`src/rtl/tile_map_addresser_if.sv`:
```
// Tile write handshake between game logic (master) and the tile map addresser (slave).
interface tile_map_addresser_if;
  logic       wrReq;
  logic [3:0] wrCol;
  logic [3:0] wrRow;
  logic [1:0] wrType;
  logic       wrAck;

  modport master (output wrReq, output wrCol, output wrRow, output wrType, input wrAck);
  modport slave  (input wrReq, input wrCol, input wrRow, input wrType, output wrAck);
endinterface

```
`src/rtl/tile_map_addresser.sv`:
```
// Maps the VGA pixel stream onto a register-held tile map, and serves tile rewrites
// from game logic while tracking how many gift tiles remain.
module tile_map_addresser #(
  parameter int unsigned TILE_W_BITS = 6,
  parameter int unsigned TILE_H_BITS = 5,
  parameter int unsigned MAP_COLS    = 10,
  parameter int unsigned MAP_ROWS    = 15
) (
  input  logic                   clk,
  input  logic                   resetN,
  input  logic [10:0]            pixelX,
  input  logic [10:0]            pixelY,
  input  logic                   levelRestart,
  tile_map_addresser_if.slave    wr,
  output logic [10:0]            offsetX,
  output logic [10:0]            offsetY,
  output logic [1:0]             Tile_type,
  output logic                   insideMap,
  output logic                   initDone,
  output logic [7:0]             giftsRemaining,
  output logic                   allGiftsTaken
);

  localparam int unsigned MapSize = MAP_COLS * MAP_ROWS;
  localparam int unsigned IdxW    = $clog2(MapSize);

  localparam logic [1:0] TileBg    = 2'b00;
  localparam logic [1:0] TileFloor = 2'b01;
  localparam logic [1:0] TileGift  = 2'b10;

  localparam logic [IdxW-1:0] MapColsIdx   = IdxW'(MAP_COLS);
  localparam logic [IdxW-1:0] LastIdx      = IdxW'(MapSize - 1);
  localparam logic [IdxW-1:0] FloorRowBase = IdxW'((MAP_ROWS - 1) * MAP_COLS);
  localparam logic [IdxW-1:0] LedgeLo      = IdxW'(10 * MAP_COLS + 2);
  localparam logic [IdxW-1:0] LedgeHi      = IdxW'(10 * MAP_COLS + 7);
  localparam logic [IdxW-1:0] GiftA        = IdxW'(9 * MAP_COLS + 3);
  localparam logic [IdxW-1:0] GiftB        = IdxW'(9 * MAP_COLS + 6);
  localparam logic [7:0]      DefaultGifts = 8'd2;

  localparam logic [10:0] XLimit   = 11'(MAP_COLS << TILE_W_BITS);
  localparam logic [10:0] YLimit   = 11'(MAP_ROWS << TILE_H_BITS);
  localparam logic [10:0] OffXMask = 11'((1 << TILE_W_BITS) - 1);
  localparam logic [10:0] OffYMask = 11'((1 << TILE_H_BITS) - 1);
  localparam logic [3:0]  ColLimit = 4'(MAP_COLS);
  localparam logic [3:0]  RowLimit = 4'(MAP_ROWS);

  typedef enum logic [0:0] {StInit, StRun} state_e;

  // Default level: floor along the bottom row, a ledge on row 10, two gifts above it.
  function automatic logic [1:0] default_tile(input logic [IdxW-1:0] idx);
    if (idx >= FloorRowBase)                return TileFloor;
    if ((idx >= LedgeLo) && (idx <= LedgeHi)) return TileFloor;
    if ((idx == GiftA) || (idx == GiftB))   return TileGift;
    return TileBg;
  endfunction

  state_e            state_q, state_d;
  logic [IdxW-1:0]   init_cnt_q, init_cnt_d;
  logic              init_done_q, init_done_d;
  logic [7:0]        gifts_q, gifts_d;
  logic              wr_ack_q, wr_ack_d;
  logic [1:0]        map_q [MapSize];

  logic              map_we;
  logic [IdxW-1:0]   map_widx;
  logic [1:0]        map_wdata;

  logic [10:0]       offset_x_q, offset_y_q;
  logic [1:0]        tile_q;
  logic              inside_q;

  // Pixel address decode
  logic [IdxW-1:0]   px_col, px_row, rd_idx;
  logic              px_inside;

  assign px_col    = IdxW'(pixelX >> TILE_W_BITS);
  assign px_row    = IdxW'(pixelY >> TILE_H_BITS);
  assign px_inside = (pixelX < XLimit) && (pixelY < YLimit);
  assign rd_idx    = px_inside ? (px_row * MapColsIdx + px_col) : '0;

  // Write address decode; out-of-range requests are acked but never touch the map
  logic              wr_in_range;
  logic [IdxW-1:0]   wr_idx;
  logic [1:0]        wr_old;

  assign wr_in_range = (wr.wrCol < ColLimit) && (wr.wrRow < RowLimit);
  assign wr_idx      = wr_in_range ? (IdxW'(wr.wrRow) * MapColsIdx + IdxW'(wr.wrCol)) : '0;
  assign wr_old      = map_q[wr_idx];

  always_comb begin
    state_d     = state_q;
    init_cnt_d  = init_cnt_q;
    init_done_d = init_done_q;
    gifts_d     = gifts_q;
    wr_ack_d    = 1'b0;
    map_we      = 1'b0;
    map_widx    = init_cnt_q;
    map_wdata   = default_tile(init_cnt_q);

    unique case (state_q)
      StInit: begin
        if (levelRestart) begin
          init_cnt_d = '0;
        end else begin
          map_we = 1'b1;
          if (init_cnt_q == LastIdx) begin
            state_d     = StRun;
            init_cnt_d  = '0;
            init_done_d = 1'b1;
            gifts_d     = DefaultGifts;
          end else begin
            init_cnt_d = init_cnt_q + 1'b1;
          end
        end
      end
      StRun: begin
        if (levelRestart) begin
          // Restart wins over a coincident write; the request stays pending until RUN
          state_d     = StInit;
          init_cnt_d  = '0;
          init_done_d = 1'b0;
          gifts_d     = '0;
        end else if (wr.wrReq) begin
          wr_ack_d = 1'b1;
          if (wr_in_range) begin
            map_we    = 1'b1;
            map_widx  = wr_idx;
            map_wdata = wr.wrType;
            if ((wr_old == TileGift) && (wr.wrType != TileGift) && (gifts_q != 8'd0)) begin
              gifts_d = gifts_q - 8'd1;
            end else if ((wr_old != TileGift) && (wr.wrType == TileGift) &&
                         (gifts_q != 8'hFF)) begin
              gifts_d = gifts_q + 8'd1;
            end
          end
        end
      end
    endcase
  end

  always_ff @(posedge clk or negedge resetN) begin
    if (!resetN) begin
      state_q     <= StInit;
      init_cnt_q  <= '0;
      init_done_q <= 1'b0;
      gifts_q     <= '0;
      wr_ack_q    <= 1'b0;
      offset_x_q  <= '0;
      offset_y_q  <= '0;
      tile_q      <= TileBg;
      inside_q    <= 1'b0;
    end else begin
      state_q     <= state_d;
      init_cnt_q  <= init_cnt_d;
      init_done_q <= init_done_d;
      gifts_q     <= gifts_d;
      wr_ack_q    <= wr_ack_d;
      inside_q    <= px_inside;
      offset_x_q  <= px_inside ? (pixelX & OffXMask) : '0;
      offset_y_q  <= px_inside ? (pixelY & OffYMask) : '0;
      // Reads the pre-write contents, so a same-cycle rewrite shows up one cycle later
      tile_q      <= (px_inside && (state_q == StRun)) ? map_q[rd_idx] : TileBg;
    end
  end

  // Map storage is left unreset; INIT overwrites every entry before it is used
  always_ff @(posedge clk) begin
    if (map_we) begin
      map_q[map_widx] <= map_wdata;
    end
  end

  assign wr.wrAck       = wr_ack_q;
  assign offsetX        = offset_x_q;
  assign offsetY        = offset_y_q;
  assign Tile_type      = tile_q;
  assign insideMap      = inside_q;
  assign initDone       = init_done_q;
  assign giftsRemaining = gifts_q;
  assign allGiftsTaken  = init_done_q && (gifts_q == 8'd0);

endmodule

```
`src/flat_wrapper.sv`:
```
// flat-port wrapper written by rule: the top's interface ports become plain ports
module tile_map_addresser_flat 
#(
  parameter int unsigned TILE_W_BITS = 6,
  parameter int unsigned TILE_H_BITS = 5,
  parameter int unsigned MAP_COLS    = 10,
  parameter int unsigned MAP_ROWS    = 15
)
  (clk, resetN, pixelX, pixelY, levelRestart, offsetX, offsetY, Tile_type, insideMap, initDone, giftsRemaining, allGiftsTaken, wr_wrReq, wr_wrCol, wr_wrRow, wr_wrType, wr_wrAck);
  tile_map_addresser_if wr_i ();
  input  logic clk;
  input  logic resetN;
  input  logic [10:0] pixelX;
  input  logic [10:0] pixelY;
  input  logic levelRestart;
  output logic [10:0] offsetX;
  output logic [10:0] offsetY;
  output logic [1:0] Tile_type;
  output logic insideMap;
  output logic initDone;
  output logic [7:0] giftsRemaining;
  output logic allGiftsTaken;
  input wire logic [$bits(wr_i.wrReq)-1:0] wr_wrReq;
  input wire logic [$bits(wr_i.wrCol)-1:0] wr_wrCol;
  input wire logic [$bits(wr_i.wrRow)-1:0] wr_wrRow;
  input wire logic [$bits(wr_i.wrType)-1:0] wr_wrType;
  output wire logic [$bits(wr_i.wrAck)-1:0] wr_wrAck;
  assign wr_i.wrReq = wr_wrReq;
  assign wr_i.wrCol = wr_wrCol;
  assign wr_i.wrRow = wr_wrRow;
  assign wr_i.wrType = wr_wrType;
  assign wr_wrAck = wr_i.wrAck;
  tile_map_addresser #(.TILE_W_BITS(TILE_W_BITS), .TILE_H_BITS(TILE_H_BITS), .MAP_COLS(MAP_COLS), .MAP_ROWS(MAP_ROWS)) u_core (.clk(clk), .resetN(resetN), .pixelX(pixelX), .pixelY(pixelY), .levelRestart(levelRestart), .wr(wr_i), .offsetX(offsetX), .offsetY(offsetY), .Tile_type(Tile_type), .insideMap(insideMap), .initDone(initDone), .giftsRemaining(giftsRemaining), .allGiftsTaken(allGiftsTaken));
endmodule
```
`config.mk`:
```
export PLATFORM = sky130hd
export DESIGN_NAME = tile_map_addresser_flat
export DESIGN_NICKNAME = d
export VERILOG_FILES = /design/src/rtl/tile_map_addresser_if.sv /design/src/rtl/tile_map_addresser.sv /design/src/flat_wrapper.sv
export SDC_FILE = /design/constraint.sdc
export NUM_CORES = 1
export LEC_CHECK = 0
export CAP_MARGIN = 20
export CORE_AREA = 2 2 185 187
export CTS_CLUSTER_SIZE = 14
export DETAILED_ROUTE_END_ITERATION = 7
export DIE_AREA = 0 0 187 189
export HOLD_SLACK_MARGIN = 0.12
export PLACE_DENSITY_LB_ADDON = 0.1
export SYNTH_ARGS = -nofsm -noshare
export SYNTH_HDL_FRONTEND = slang
export SYNTH_SLANG_ARGS = --single-unit
```
`constraint.sdc`:
```
create_clock -name clk -period 9.55 [get_ports clk]
set_input_delay 2.865 -clock clk [delete_from_list [all_inputs] [get_ports clk]]
set_output_delay 2.865 -clock clk [all_outputs]
set_load 0.01 [all_outputs]
```
# Word level (Yosys, flattened, before mapping)
# Memories as Yosys holds them, arrays and structs flattened.
# Cells that the tools add are included.
[word_totals]
n_memories = 1
latch_bits = 0
elab_cells = 107
in_bits = 36
reg_bits = 44
ramBits = 300
romBits = 0
[memory_table]
columns = ["name", "depth", "width", "read_ports", "rd_clocked_by_memory_dff", "write_ports", "line", "rtl"]
rows = [
  ["u_core.map_q", 150, 2, 2, 0, 1, "tile_map_addresser.sv:62", "logic [1:0] map_q [MapSize];"],
]
[classes]
bitwise_logic = 1
reduce_logical = 14
mul = 2
n_eq_ne = 14
muxes = 54
shifts = 0
n_div = 0
magnitude_cmp = 7
addsub = 5
[ops]
columns = ["operator", "count"]
rows = [
  ["$mux 8", 16],
  ["$pmux 8 s2", 2],
  ["$mux 2", 11],
  ["$mux 1", 20],
  ["$add 8x1->8 const B", 2],
  ["$eq 8x7->1 const B", 2],
  ["$lt 11x10->1 const B", 1],
  ["$lt 11x9->1 const B", 1],
  ["$logic_and 1x1->1", 9],
  ["$add 8x4->8", 1],
  ["$add 8x5->8", 1],
  ["$eq 8x8->1 const B", 1],
  ["$ge 8x7->1 const B", 1],
  ["$ge 8x8->1 const B", 1],
  ["$le 8x7->1 const B", 1],
  ["$logic_not 8->1", 1],
  ["$lt 4x4->1 const B", 2],
  ["$ne 2x2->1 const B", 4],
  ["$ne 8x8->1 const B", 1],
  ["$reduce_bool 8->1", 1],
  ["$sub 8x1->8 const B", 1],
  ["$mul 4x3->7 const B", 1],
  ["$mul 6x3->7 const B", 1],
  ["$mux 6", 1],
  ["10 further kinds", 14],
]

# Longest topological paths before layout
# Gate-level depths: netlist (run 1).
[logic_depth]
depth_word = 13
ltp_mapped = 25
depth_no_buf = 22

# Least setup slack after synthesis (run 1)
# Ideal clock, no wire load.
[synth_timing]
kind = "input -> register"
start = "in wr_wrRow[0]"
end = "mem u_core.map_q[0][1], data pin"
arrival_time_ns = 9.773
path_stages = 7
n_path_buf = 3
required_ns = 8.183
path_slack_ns = -1.590
path_cell_list = "nand4_2 nand2_1 buf_2 buf_1 nor2_1 clkbuf_1 o21ai_0"
[synth_between]
elab_chain_cells = 6
[synth_lines]
columns = ["element", "line", "rtl"]
rows = [
  ["start, declared", "flat_wrapper.sv:25", "input wire logic [$bits(wr_i.wrRow)-1:0] wr_wrRow;"],
  ["$lt 4x4->1", "tile_map_addresser.sv:86", "assign wr_in_range = (wr.wrCol < ColLimit) && (wr.wrRow < RowLimit);"],
  ["$logic_and 1x1->1", "tile_map_addresser.sv:86", ""],
  ["$mux 2", "tile_map_addresser.sv:125", "if (wr_in_range) begin"],
  ["$mux 2", "tile_map_addresser.sv:123", "end else if (wr.wrReq) begin"],
  ["$mux 2", "tile_map_addresser.sv:117", "if (levelRestart) begin"],
  ["$mux 2", "tile_map_addresser.sv:100", "unique case (state_q)"],
  ["net u_core.map_wdata[1]", "tile_map_addresser.sv:66", "logic [1:0] map_wdata;"],
  ["end, declared", "tile_map_addresser.sv:62", ""],
]
# The timed path passes the listed nets, and every way through them passes these cells.

# Worst setup path after layout (run 1)
[layout_timing]
start = "in wr_wrRow[0]"
end = "reg u_core.gifts_q[7], in the netlist u_core.giftsRemaining[7]"
[layout_between]
elab_chain_cells = 12
word_cells_on_any_way = 20
classes_between = "1 x add/sub; 1 x mul; 1 x order compare; 4 x eq/ne; 6 x mux; 6 x reduce/logical; 1 x memory"
[layout_lines]
columns = ["element", "line", "rtl"]
rows = [
  ["$mul 4x3->7 or $lt 4x4->1 (tied branches)", "tile_map_addresser.sv:87, tile_map_addresser.sv:86", ""],
  ["$add 8x4->8 or $logic_and 1x1->1 (tied branches)", "tile_map_addresser.sv:87, tile_map_addresser.sv:86", ""],
  ["$mux 8", "tile_map_addresser.sv:87", "assign wr_idx = wr_in_range ? (IdxW'(wr.wrRow) * MapColsIdx + IdxW'(wr.wrCol)) : '0;"],
  ["$mem_v2 150x2", "-", ""],
  ["$eq 2x2->1", "tile_map_addresser.sv:129", "if ((wr_old == TileGift) && (wr.wrType != TileGift) && (gifts_q != 8'd0)) begin"],
  ["$logic_and 1x1->1 (2 in a row)", "tile_map_addresser.sv:129", ""],
  ["$mux 8", "tile_map_addresser.sv:129", ""],
  ["$mux 8", "tile_map_addresser.sv:125", ""],
  ["$mux 8", "tile_map_addresser.sv:123", ""],
  ["$mux 8", "tile_map_addresser.sv:117", ""],
  ["$pmux 8 s2", "tile_map_addresser.sv:100", ""],
  ["end signal, assigned", "tile_map_addresser.sv:156", "gifts_q <= gifts_d;"],
  ["end, declared", "tile_map_addresser.sv:60", "logic [7:0] gifts_q, gifts_d;"],
]
# Parallel ways exist; a longest one is shown, timed or not. The select of a mux whose other input is x is not followed.
# A chain may end at the register's enable or synchronous reset.

==> results.md, run 1 <==
- For the finished layout, the period the worst path requires is 8710 ps.
- The overall via count from detail_route is 15300.
- The count of final setup violators is 0.
- The count of filler cells inserted in the layout is 2760.
- The H-tree generated during clock tree synthesis spans 2 levels.
- The worst reg2reg path endpoint is u_core.giftsRemaining[7]$_DFFE_PN0P_.
- The first-iteration detailed-routing DRC count is 2516.
- The flow ran to the end, and the final reports show no timing, DRC or antenna violations.
- On the final layout, the worst clock skew is 26.9 ps.
- The die footprint is 35300 um2.
- The top achievable clock speed is 0.115 GHz.
- The number of endpoints with negative hold slack in the final report is 0.
- Setup repair after global routing left no endpoint under its margin.
- After detailed routing, the number of vias per cell comes to 6.87.
- By area the synthesized netlist is led by edfxtp_1 (50%), nor2_1 (4.7%), nand2_1 (4.7%).
- VDD sags by at most 0.000127 V.
- The normalized max-slew margin is 0.238.
- The wire length per cell is 27.8 um.
- The boundary pin count is 72.
- In this run the post-CTS setup repair buffer count came out at 0.
- The classification of the worst-slack hold path is reg2reg.
- The class of the most critical setup path is in2reg.
- The library cell used most frequently in the layout, excluding fill and tap cells, is edfxtp_1.
- The distinct cell type count after synthesis is 94.
- The die boundary width is 187 um.
- The data required time of the critical path is 9970 ps.
- The register-to-register path setup slack is 4650 ps.
- After detailed routing, the number of remaining DRC violations is 0.
- The post-route setup TNS is 0 ps.
- The flip-flop and latch count after synthesis is 333.
- The sequential share of the synthesized area is 0.543.
- The number of antenna violations at the first check in global routing is 0.
- For the pin with the worst max-slew slack, the measured transition is 1140 ps.
- The library cell used as clock root buffer is clkbuf_16.
- Once detailed placement completed, the half-perimeter wirelength came to 39400 um.
- The clock latency of the later-clocked register in the worst-skew pair is 540 ps.
- The initial utilization of the core area, before any placement, comes to 0.544.
- Once placement completed, the tool counted placed cells totaling 2160.
- The number of hold buffers added after CTS was 0.
- The static leakage power is 6.77 nW.
- The floorplan has 67 rows.
- The number of cells traversed by the worst register-to-register path is 19.
- The worst register-to-register path begins at u_core.map_q[100][0]$_DFFE_PP_.
- Dividing total power by cell area gives a power density of 172 nW/um2.
- The clock net in this run drives a total of 333 sinks.
- The share of the core filled with cells in the final layout is 0.612.
- Summing every instance area after synthesis gives 18100 um2.
- The fraction of final layout cells with drive strength greater than 1 is 0.0922.
- Yosys printed 0 warnings.
- In the layout the commonest cells are edfxtp_1 (300), nor2_1 (227), nand2_1 (225), nand3_1 (87), o21ai_0 (62).
- The post-layout net count is 1820.
- The max capacitance violation total is 0.
- The clock edge transition at the registers on the reported setup and hold paths is 60 ps.
- The core footprint is 33300 um2.
- The largest net degree at the start of global routing is 78.
- STA classifies the critical path endpoint as a flop.
- The slowest stage of the critical path is the nor4_2 cell.
- The type of origin of the critical path is an input pin.
- In the finished design, the share of the clock period the worst path needs comes to 0.912.
- The area share of the largest cell type after synthesis is 0.497.
- The flip-flop cell with the highest count after synthesis is edfxtp_1.
- The synthesized area per cell is 10.5 um2.
- Port buffering added 60 buffers.
- The area growth from synthesis to final layout is 12.4%.
- The via count of the first global-routing pass came to 14500.
- The number of cells in the finished layout apart from fillers is 2227.
- In this run the worst path has a maximum fanout of 19.
- The critical path's largest stage delay is 760 ps.
- The die is 189 um tall.
- In this run the worst setup path begins at wr_wrRow[0].
- The critical path ends at u_core.giftsRemaining[7]$_DFFE_PN0P_.
- The number of gates resized after CTS was 0.
- The first global-routing pass estimated 91800 um of wire.
- The synthesized netlist cell count is 1726.
- The count of TritonRoute iterations in the first routing pass is 6.
- Summed over all layers, the global routing overflow is 0.
- The max-slew violation count is 0.
- The fraction of registers with async set/reset is 0.0991.
- The clock tree from TritonCTS is done.
- Routability-driven placement finished with a final weighted congestion of 0.982.
- For this block, the routed nets add up to 61900 um of wire.
- The arrival time at the worst endpoint is 9130 ps.
- The cell type contributing the most total cell area after synthesis is edfxtp_1.
- The number of synthesized flops with an enable pin is 300.
- The combined global-route utilization of all metal layers is 0.346.
- The number of buffers created by CTS is 37.
- In this run the remaining antenna-violating nets after routing total 0.
- The longest clock path from root to sink contains 3 buffers.
- The total power consumption of the routed design is 0.00351 W.
-- power by group --
group / switching, W / leakage [nW] / internal, W
sequential: 0.00000593 / 2.70 / 0.00157
clock: 0.000582 / 0.606 / 0.000888
combinational: 0.000307 / 3.46 / 0.000152
-- layer usage --
layer	global-route usage	wire, um
met4	0.173	3610
met2	0.528	27200
met1	0.463	23400
met3	0.0884	7680
met5	0	0
-- layout make-up --
cell class	count	area, um2	share of cell area
Sequential cell	333	9830	0.483
Multi-Input combinational cell	1218	7540	0.371
Timing Repair Buffer	107	985	0.0484
Clock buffer	44	972	0.0478
Tap cell	448	561	0.0275
Clock inverter	22	258	0.0127
Inverter	54	203	0.00996
Antenna cell	1	2.50	0.000123
-- sequential cells by signal (all words and copies together) (netlist names) --
name and count:
u_core.init_cnt_q 8, u_core.initDone 1, u_core.map_q 300, u_core.offsetY 5, u_core.offsetX 6, u_core.wr.wrAck 1, u_core.giftsRemaining 8, u_core.Tile_type 2
u_core.insideMap 1, u_core.state_q 1
-- worst min-delay path by stage --
| stage | end | slack, ps | startpoint | cells past startpoint |
|---|---|---|---|---|
| final | u_core.initDone$_DFFE_PN0P_ | 580 | u_core.initDone$_DFFE_PN0P_ | 1 |
| after global placement | u_core.initDone$_DFFE_PN0P_ | 550 | u_core.initDone$_DFFE_PN0P_ | 1 |
| after global routing | u_core.initDone$_DFFE_PN0P_ | 610 | u_core.initDone$_DFFE_PN0P_ | 1 |
| after detailed placement | u_core.initDone$_DFFE_PN0P_ | 570 | u_core.initDone$_DFFE_PN0P_ | 1 |
| after CTS | u_core.initDone$_DFFE_PN0P_ | 590 | u_core.initDone$_DFFE_PN0P_ | 1 |
| after floorplan | u_core.init_cnt_q[3]$_DFFE_PN0P_ | 540 | u_core.init_cnt_q[3]$_DFFE_PN0P_ | 1 |
-- synth_stat cells (all sizes together), types with 23 or more instances --
cell    count
dfrtp      33
clkbuf     73
a21oi      46
o21ai      70
mux2i      32
buf        58
nor2      232
nor3       47
mux2       23
inv        53
a211oi     30
edfxtp    300
a31oi      27
nand2     228
ha         28
nand3      88
a221oi     39
a311oi     25
-- through the flow --
stage	worst slack (ps)	cell area (um2)	hold slack [ps]
detailed placement	398	19100	567
global placement	565	19100	546
finish	839	20400	579
global route	446	20400	611
floorplan	315	18200	536
CTS	926	20400	590
-- critical path: cells and delay by family --
family                   cells  cell delay, ps
buffers and inverters        5            1270
AO/OA/AOI/OAI               10            1990
adder cells (fa/ha/maj)      3            1260
AND/OR/NAND/NOR              6            1610
XOR/XNOR                     1             100
-- logic make-up after synthesis --
| logic type | share of synthesized area |
|---|---|
| adders and majority gates | 0.0249 |
| buffers and inverters | 0.0459 |
| AOI/OAI and AO/OA | 0.157 |
| and+or+nand+nor | 0.175 |
| muxes | 0.0434 |
| other | 0.000207 |
| DFF | 0.543 |
| xor gates and xnor gates | 0.0110 |
Power figures use the tool's default switching activity.
==> inputs of run 2 (changes only) <==
==> constraint.sdc (replaced) <==
create_clock -name clk -period 9.55 [get_ports clk]
set_input_delay 2.3875 -clock clk [delete_from_list [all_inputs] [get_ports clk]]
set_output_delay 2.3875 -clock clk [all_outputs]
set_load 0.01 [all_outputs]
==> results.md, run 2 (same netlist as run 1, synthesis figures left out) <==
- The flow ran to the end, and the final reports show no timing, DRC or antenna violations.
- The clock sink count is 333 (unchanged).
- The worst hold path belongs to the class reg2reg.
- The final period demand of the worst path is 8340 ps (-366 ps).
- The number of diodes is 0 (-1).
- The number of buffers added on ports is 60 (unchanged).
- The boundary pin count is 72 (unchanged).
- The internal power is 0.00258 W (-1.2%).
- The data required time of the critical path is 9970 ps (about the same).
- The clock edge transition at the registers on the reported setup and hold paths is 60 ps (about the same).
- The max capacitance violation total came to 0 (unchanged).
- The library cell used as clock root buffer is clkbuf_16.
- The worst-case vdd ir drop is 0.000174 V (+37%).
- The area taken by flip-flops and latches was 9830 um2 (unchanged).
- The clock latency of the later-clocked register in the worst-skew pair is 530 ps (about the same).
- The cell depth of the worst hold path was 1 (unchanged).
- The total routed wirelength came to 61700 um (-0.20%).
- The net load switching power was 0.000899 W (+0.47%).
- The count of final setup violators came to 0 (unchanged).
- The number of resized instances in the post-cts repair step is 0 (unchanged).
- The number of endpoints with negative hold slack in the final report was 0 (unchanged).
- The initial core utilization is 0.544 (unchanged).
- The number of buffers created by CTS is 38 (+2.7%).
- Ranked by flip-flop count, first place goes to u_core.map_q.
- The number of antenna violations at the first check in global routing came to 0 (unchanged).
- In the layout the commonest cells are edfxtp_1 (300), nor2_1 (227), nand2_1 (225), nand3_1 (87), o21ai_0 (62).
- The area growth from synthesis to final layout is 11.9%.
- On the critical path, the stage with the largest delay is an instance of nor4_2.
- The post-route setup TNS is 0 ps (unchanged).
- The placed instance count was 2149 (-0.51%).
- The via count of the first global-routing pass is 14800 (+1.7%).
- The proportion of power drawn by the clock network is 0.418 (about the same).
- The arrival time at the worst endpoint is 8760 ps (-370 ps).
- The vertical extent of the die is 189 um (unchanged).
- The switching power as a share of total power was 0.258 (+0.00315).
- The core footprint is 33300 um2 (unchanged).
- The normalized max-slew margin was 0.244 (+0.00567).
- The max-slew violation count is 0 (unchanged).
- The final setup slack of the worst path was 1210 ps (+366 ps).
- The count of filler cells inserted in the layout is 2805 (+1.6%).
- The register-to-register path setup slack is 4600 ps (-50 ps).
- The share of total power in combinational logic is 0.129 (-0.002).
- The clock tree from TritonCTS is done.
- The maximum number of buffers from clock root to sink is 3 (unchanged).
- Grouping stages by cell kind, the critical path spends the most delay in compound AO/OA/AOI/OAI gates.
- The hold buffer count at CTS is 0 (unchanged).
- The setup clock skew after layout is 18.6 ps (-8.29 ps).
- The half-perimeter wire length after detailed placement is 39300 um (-0.24%).
- The overall via count from detail_route is 15400 (+0.29%).
- The areal power density over the cells is 172 nW/um2 (-0.33%).
- Setup repair after global routing left no endpoint under its margin.
- The critical-path maximum fanout came to 49 (+30).
- In this run the most critical hold path is launched from u_core.initDone$_DFFE_PN0P_.
- The share of the core filled with cells in the final layout was 0.609 (-0.00256).
- The type of origin of the critical path is an input pin.
- The post-route worst hold slack is 553 ps (-26.3 ps).
- The number of vias per cell is 6.92 (+0.65%).
- The critical path's largest stage delay is 760 ps (about the same).
- The number of cells in the finished layout apart from fillers came to 2219 (-0.36%).
- The final weighted congestion in routability-driven placement is 0.999 (+1.7%).
- The startpoint identified for the worst register-to-register timing path is u_core.map_q[18][0]$_DFFE_PP_.
- The buffer and inverter count on the worst path is 3 (-2).
- The largest net degree at the start of global routing was 151 (+94%).
- The first-pass GRT wire length was 91800 um (about the same).
- The area of combinational cells with multiple inputs is 7540 um2 (unchanged).
- The post-detailed-route count of antenna-violating nets is 0 (unchanged).
- The post-layout net count came to 1811 (-0.49%).
- The post-placement setup slack is 786 ps (+389 ps).
- The worst reg2reg path endpoint is u_core.giftsRemaining[7]$_DFFE_PN0P_.
- The die boundary width is 187 um (unchanged).
- The critical path goes through clkdlybuf4s50_1, ha_1, inv_1, fa_2, buf_12, nor2_2, a21boi_0, o21ai_0, o21ai_0, a2111oi_0, a2111o_1, a2111oi_4, nor4_2, ha_1, a21o_1, a21o_1, a21oi_1, nor2_1, nor2_1, o21bai_1, a21oi_1, xor2_1, and4_1, a211o_1.
- The share of the clock period used by the worst path after layout is 0.874 (-0.0383).
- The top achievable clock speed was 0.120 GHz (+4.4%).
- The die footprint was 35300 um2 (unchanged).
- The endpoint type of the worst setup path is a flop.
- The leading cell type in the layout, fill and taps excluded is edfxtp_1.
- The static leakage power is 6.70 nW (-0.93%).
- The buffer count from post-CTS setup fixing is 0 (unchanged).
- The worst setup path is of the in2reg kind.
- The fraction of final layout cells with drive strength greater than 1 is 0.0864 (-0.00585).
- The terminating pin of the worst hold path is u_core.initDone$_DFFE_PN0P_.
- The part of the power in registers was 0.453 (+0.003).
- The number of flip-flops under the largest register name was 300 (unchanged).
- The maximum level of the CTS H-tree is 2 (unchanged).
- The combined global-route utilization of all metal layers came to 0.347 (about the same).
- The DRC violation count after routing is 0 (unchanged).
- The wire length per cell is 27.8 um (+0.16%).
- The number of cells traversed by the worst register-to-register path is 17 (-2).
- The first-iteration detailed-routing DRC count is 2467 (-1.9%).
- The count of TritonRoute iterations in the first routing pass is 8 (+2).
- The transition time at the pin with the least slew margin is 1130 ps (-8.49 ps).
- The cell row count is 67 (unchanged).
- The total grt overflow is 0 (unchanged).
==> run 2: cell count changes in the layout (fill, tap and decap cells not counted), moves of 2 or more <==
cell       previous run  this run
bufinv_16             6         4
clkbuf_8              2         0
clkbuf_1              5        12
buf_4                45        36
clkbuf_16            37        39
clkinv_1              9         6
==> run 2: worst max-delay path by stage <==
| stage | startpoint | end | cells past startpoint | slack (ps) |
|---|---|---|---|---|
| 2_1_floorplan | wr_wrRow[0] | u_core.map_q[0][0]$_DFFE_PP_ | 9 | 790 |
| 3_3_place_gp | wr_wrRow[0] | u_core.giftsRemaining[7]$_DFFE_PN0P_ | 22 | 820 |
| 4_1_cts | wr_wrRow[0] | u_core.giftsRemaining[7]$_DFFE_PN0P_ | 24 | 1300 |
| 6_report | wr_wrRow[0] | u_core.giftsRemaining[7]$_DFFE_PN0P_ | 24 | 1210 |
| 5_1_grt | wr_wrRow[0] | u_core.giftsRemaining[7]$_DFFE_PN0P_ | 22 | 850 |
| 3_5_place_dp | wr_wrRow[0] | u_core.giftsRemaining[7]$_DFFE_PN0P_ | 22 | 790 |
==> run 2: per-stage QoR <==
stage / instance area (um2) / power, W
6_report: 20300 / 0.00348
5_1_grt: 20300 / 0.00357
4_1_cts: 20300 / 0.00347
3_5_place_dp: 19000 / 0.00204
3_3_place_gp: 19000 / 0.00203
2_1_floorplan: 18200 / 0.00188
==> run 2: metal layers <==
metal | track usage | wire length [um] | up-vias
met5 | 0 | 0 | -
met4 | 0.194 | 3820 | 0
met3 | 0.0854 | 7880 | 252
met2 | 0.529 | 27100 | 1207
met1 | 0.456 | 22900 | 7375
li1 | - | - | 6518
==> run 2: power groups by stage <==
stage	logic (W)	registers (W)	clock network, W
floorplan	0.000272	0.00161	0
global placement	0.000427	0.00161	0
detailed placement	0.000431	0.00161	0
CTS	0.000434	0.00158	0.00146
global route	0.000470	0.00158	0.00152
finish	0.000449	0.00158	0.00145
==> run 2: worst reg2reg max path, cell delays in order, from the launching register on <==
cell	delay [ps]
edfxtp_1	410
mux4_2	480
a2111oi_0	590
o31ai_1	170
o211ai_1	370
a2111oi_4	120
nor4_2	760
ha_1	370
a21o_1	170
a21o_1	190
a21oi_1	150
nor2_1	50
nor2_1	150
o21bai_1	80
a21oi_1	170
xor2_1	100
and4_1	240
a211o_1	260
==> run 2: cell type report <==
type / count / area share
clock inverters: 18 / 0.0101
inverters: 54 / 0.0100
multi-input cells: 1218 / 0.372
clock buffers: 51 / 0.0504
repair buffers: 97 / 0.0447
flip-flops and latches: 333 / 0.485
well taps: 448 / 0.0276
